File: src/rtl/regfile_write_arbiter.sv
// Two-requester round-robin arbiter for the register-file write port.
// Accepted writes are staged one cycle before driving wa/wd/regwrite; the staged entry doubles as a bypass source.
module regfile_write_arbiter #(
    parameter int DATA_W       = 32,
    parameter int ADDR_W       = 5,
    parameter bit ZERO_DISCARD = 1'b1,
    parameter int CNT_W        = 16
) (
    input  logic              clk,
    input  logic              rst_n,
    input  logic              stall,
    input  logic              req0_valid,
    input  logic [ADDR_W-1:0] req0_addr,
    input  logic [DATA_W-1:0] req0_data,
    output logic              req0_ready,
    input  logic              req1_valid,
    input  logic [ADDR_W-1:0] req1_addr,
    input  logic [DATA_W-1:0] req1_data,
    output logic              req1_ready,
    output logic [ADDR_W-1:0] wa,
    output logic [DATA_W-1:0] wd,
    output logic              regwrite,
    input  logic [ADDR_W-1:0] chk_addr,
    output logic              chk_hit,
    output logic [DATA_W-1:0] chk_data,
    output logic [CNT_W-1:0]  wr_count
);

    logic              prio;
    logic              grant0;
    logic              grant1;
    logic              xfer0;
    logic              xfer1;
    logic              xfer;
    logic              drop;
    logic [ADDR_W-1:0] sel_addr;
    logic [DATA_W-1:0] sel_data;

    // prio names the requester that wins when both are valid
    always_comb begin
        grant0 = 1'b0;
        grant1 = 1'b0;
        if (rst_n && !stall) begin
            if (req0_valid && req1_valid) begin
                grant0 = ~prio;
                grant1 = prio;
            end else begin
                grant0 = req0_valid;
                grant1 = req1_valid;
            end
        end
    end

    assign req0_ready = grant0;
    assign req1_ready = grant1;
    assign xfer0      = req0_valid & req0_ready;
    assign xfer1      = req1_valid & req1_ready;
    assign xfer       = xfer0 | xfer1;
    assign sel_addr   = xfer1 ? req1_addr : req0_addr;
    assign sel_data   = xfer1 ? req1_data : req0_data;
    assign drop       = ZERO_DISCARD && (sel_addr == '0);

    always_ff @(posedge clk) begin
        if (!rst_n) begin
            regwrite <= 1'b0;
            wa       <= '0;
            wd       <= '0;
            wr_count <= '0;
            prio     <= 1'b0;
        end else begin
            regwrite <= xfer & ~drop;
            if (xfer) begin
                wa   <= sel_addr;
                wd   <= sel_data;
                prio <= xfer0;
            end
            // counts the pulse being launched, so it already reads 1 during the first regwrite
            if (xfer && !drop && (wr_count != '1)) begin
                wr_count <= wr_count + 1'b1;
            end
        end
    end

    assign chk_hit  = regwrite && (wa == chk_addr) && !(ZERO_DISCARD && (chk_addr == '0));
    assign chk_data = wd;

endmodule

File: config.mk
export PLATFORM = sky130hd
export DESIGN_NAME = regfile_write_arbiter
export DESIGN_NICKNAME = d
export VERILOG_FILES = /design/src/rtl/regfile_write_arbiter.sv
export SDC_FILE = /design/constraint.sdc
export NUM_CORES = 1
export LEC_CHECK = 0
export CAP_MARGIN = 20
export CORE_MARGIN = 2
export CORE_UTILIZATION = 32
export DETAILED_ROUTE_END_ITERATION = 12
export PLACE_DENSITY = 0.77
export SKIP_LAST_GASP = 1
export SYNTH_ARGS = -nofsm -noshare
export SYNTH_HDL_FRONTEND = slang
export SYNTH_SLANG_ARGS = --single-unit
File: constraint.sdc
create_clock -name clk -period 2.05 [get_ports clk]
set_input_delay 0.205 -clock clk [delete_from_list [all_inputs] [get_ports clk]]
set_output_delay 0.205 -clock clk [all_outputs]
set_load 0.05 [all_outputs]
==> results list <==
* Maximum fanout along the worst path: 5
- Setup repair after global routing left no endpoint under its margin.
- Total of hold buffers inserted after clock tree synthesis: 0
* Number of enable flip-flop cells after synthesis: 0
- The final-report hold violation count came to 0.
- The first routing iteration left 41 violations.
- Count of buffer and inverter cells on the critical path: 0
- Critical Path, Cell by Cell: ha_1 > nand3_1 > nor2_1 > nand3b_1 > or4_1 > a21oi_1
- The placed instances occupy a cell area of 4591 µm².
- Area occupied by multi-input gates: 1410 µm²
* Final setup TNS: 0 ps
- The final route contains 2834 vias.
* Setup repair bufs after CTS: 0
- Of the total power, the share spent switching nets is 0.3268.
- After detailed routing, the number of remaining DRC violations is 0.
* Pin count of the biggest net entering global routing: 59
* Filler Cells Inserted: 798
* Detailed-placement wirelength estimate: 6616 µm
- On the final layout, the worst clock skew is 14.22 ps.
- The die covers 9759 µm².
* Worst setup EP type: flip-flop
* Primary FF master, synth: dfxtp_1
- At the pin with the least slew margin, the transition time is 545.3 ps.
- Routed length per instance: 14.69 µm
* TritonCTS sink count: 55
* NetSw: 908.9 µW
* Relative slew slack: 0.6340
- Fmax: 529.7 MHz
- Number of routed nets with antenna violations: 0
* Initial antenna violation count: 0
- In this run the mean area of a mapped cell was 9.186 µm².
* Net Count, Synth: 398
* ANT cells: 0
- Yosys printed 0 warnings.
* GR Util All Layers: 0.1654
* Count of cell types in the netlist: 42
- # resized after CTS: 0
- Of the total power, the clock network draws 0.260.
- Cell Pwr Density: 591.3 nW/µm²
- In this run, synthesis produced a sequential element count of 55.
* Comb pwr share: 0.321
- Post-route fraction of the period consumed by the critical path: 0.9210
- CTS Buf Count: 5
- The number of slew-limit violations in the final report came to 0.
* Core Region: 8721 µm²
- The floorplan has 34 rows.
- Peak supply drop: 0.2947 mV
- At the worst endpoint, the arrival time is 2130 ps.
- Of the cells placed in the final design, the portion with a size suffix greater than 1 is 0.08515.
* Most instantiated library cell after synthesis: dfxtp_1
* Worst-Skew Late Latency: 310 ps
- The slowest stage of the critical path belongs to the cell or4_1.
* Routability congestion estimate from global placement: 0.8157
* Final setup violation count: 0
* Via count of the first global-routing pass: 2781
- Global routing finished with a remaining overflow of 0.
- Sequential cell area: 1101 µm²
* Vertical die dimension: 98.79 µm
- The cell sitting at the root of the clock tree is a clkbuf_8.
- Clock-pin slew was measured on the worst setup and hold paths at 110 ps.
- Largest cells by area after synthesis: dfxtp_1, mux2i_1, a211oi_1
- Data required time at the worst endpoint: 2300 ps
- After synthesis, the most frequently instantiated cells are dfxtp_1, mux2i_1, nor2_1.
* Critical setup path kind: flip-flop to flip-flop
- First-pass GRT wire length: 13480 µm
- Counting I/O delays and the setup requirement, the final critical path takes 1888 ps.
* Portion of total power attributed to sequential cells: 0.419
* CTS tree: done
- Max-cap violations: 0
- Port buffering added 172 buffers.
* Horizontal die dimension: 98.79 µm
- In this run the cell area of the synthesized design comes to 2875 µm².
- Timing analysis after detailed placement gives a worst setup slack of -53.20 ps.
* Share of flip-flops with an asynchronous set or reset: 0
* Depth of the CTS H-tree: 2
* Family with the most delay on the worst path: simple AND/OR/NAND/NOR gates
- Number of nets in the layout: 542
- The share of the Yosys chip area taken by registers is 0.3829.
* Synth Instances: 313
- Cell internal power was estimated by the tool at 1872 µW.
- Area Overhead vs Synth: 63.58%
- STA classifies the critical path startpoint as a flip-flop.
- In the routed layout, each cell is associated on average with a via count of 5.007.
- Effective utilization at floorplan: 0.3297
- Post-synth top area cell: dfxtp_1
- The largest single stage delay on the critical path is 440 ps.
* Number of ports placed on the die boundary: 173
- The final layout contains routed wiring with a total length of 8315 µm.
- Fin area: 4703 µm²
* Class of the tightest hold or removal check: flip-flop to flip-flop
* Final worst setup slack: 162.0 ps
* Leakage power total: 0.001563 µW
* Deepest clock path buffer count: 2
* Number of detailed-routing iterations run before antenna repair: 4
* Outcome: completed
- Of the post-synthesis cell area, the dominant cell type holds 0.3829.
## registers in the layout, indices dropped and copies added, names as in the netlist
register	count
prio	1
wr_count	16
regwrite	1
chk_data	32
wa	5
## kinds of logic (layout without fill, tap and decap cells)
family                   Yosys count  after routing  share of synthesized area
adder cells (fa/ha/maj)            1              1                   0.004351
XOR/XNOR                           4              4                    0.01219
multiplexers                      41             41                     0.1427
AND/OR/NAND/NOR                   88             88                     0.1610
AO/OA/AOI/OAI                     68             68                     0.1697
flip-flops                        55             55                     0.3829
buffers and inverters             56            201                     0.1271
## worst register-to-register path: stages (launching register included)
cell and delay (ps):
dfxtp_1 410, ha_1 260, nand3_1 130, nor2_1 230, nand3b_1 190, or4_1 440, a21oi_1 160
## power by group through the flow
stage / Clock (µW) / Combinational, µW / Sequential [µW]
6_report: 723 / 892 / 1170
5_1_grt: 785 / 939 / 1170
4_1_cts: 755 / 898 / 1170
3_5_place_dp: 0 / 896 / 1190
3_3_place_gp: 0 / 886 / 1190
2_1_floorplan: 0 / 375 / 1360
## metal layers
metal	global-route usage	wire length (µm)	vias to the layer above
met3	0.04610	696	7
met1	0.2009	3349	1309
li1	-	-	1400
met4	0.02845	69	0
met5	0	0	-
met2	0.2952	4200	118
## per-stage QoR
step / hold slack, ps / power, µW / util / instances
after floorplan: 438.8 / 1735 / - / 313
after global routing: 529.9 / 2898 / 0.5393 / 566
after global placement: 475.2 / 2075 / 0.5264 / 558
after CTS: 509.0 / 2821 / 0.5393 / 566
final: 505.8 / 2781 / 0.5393 / 566
after detailed placement: 490.0 / 2088 / 0.5264 / 558
## cell usage in the layout, fill, tap and decap left out, types with 7 or more instances in the layout
cell type	instances
nor2_1	39
mux2i_1	41
buf_4	13
o31ai_1	7
nand3_1	7
a211oi_1	37
dfxtp_1	55
a21oi_1	12
buf_12	7
nand2_1	11
clkdlybuf4s50_1	169
## worst paths after layout
check               from           end  slack [ps]  cells past startpoint
min          wr_count[6]   wr_count[6]         510                      2
min reg2reg  wr_count[6]   wr_count[6]         510                      2
max reg2reg  wr_count[0]  wr_count[14]         160                      6
max          wr_count[0]  wr_count[14]         160                      6
## final cells by class
| class | count | area share |
|---|---|---|
| flip-flops and latches | 55 | 0.2341 |
| well taps | 108 | 0.02873 |
| inverters | 4 | 0.003192 |
| clock inverters | 3 | 0.009311 |
| clock buffers | 5 | 0.01463 |
| repair buffers | 189 | 0.4102 |
| multi-input cells | 202 | 0.2998 |
Power figures use the tool's default switching activity.
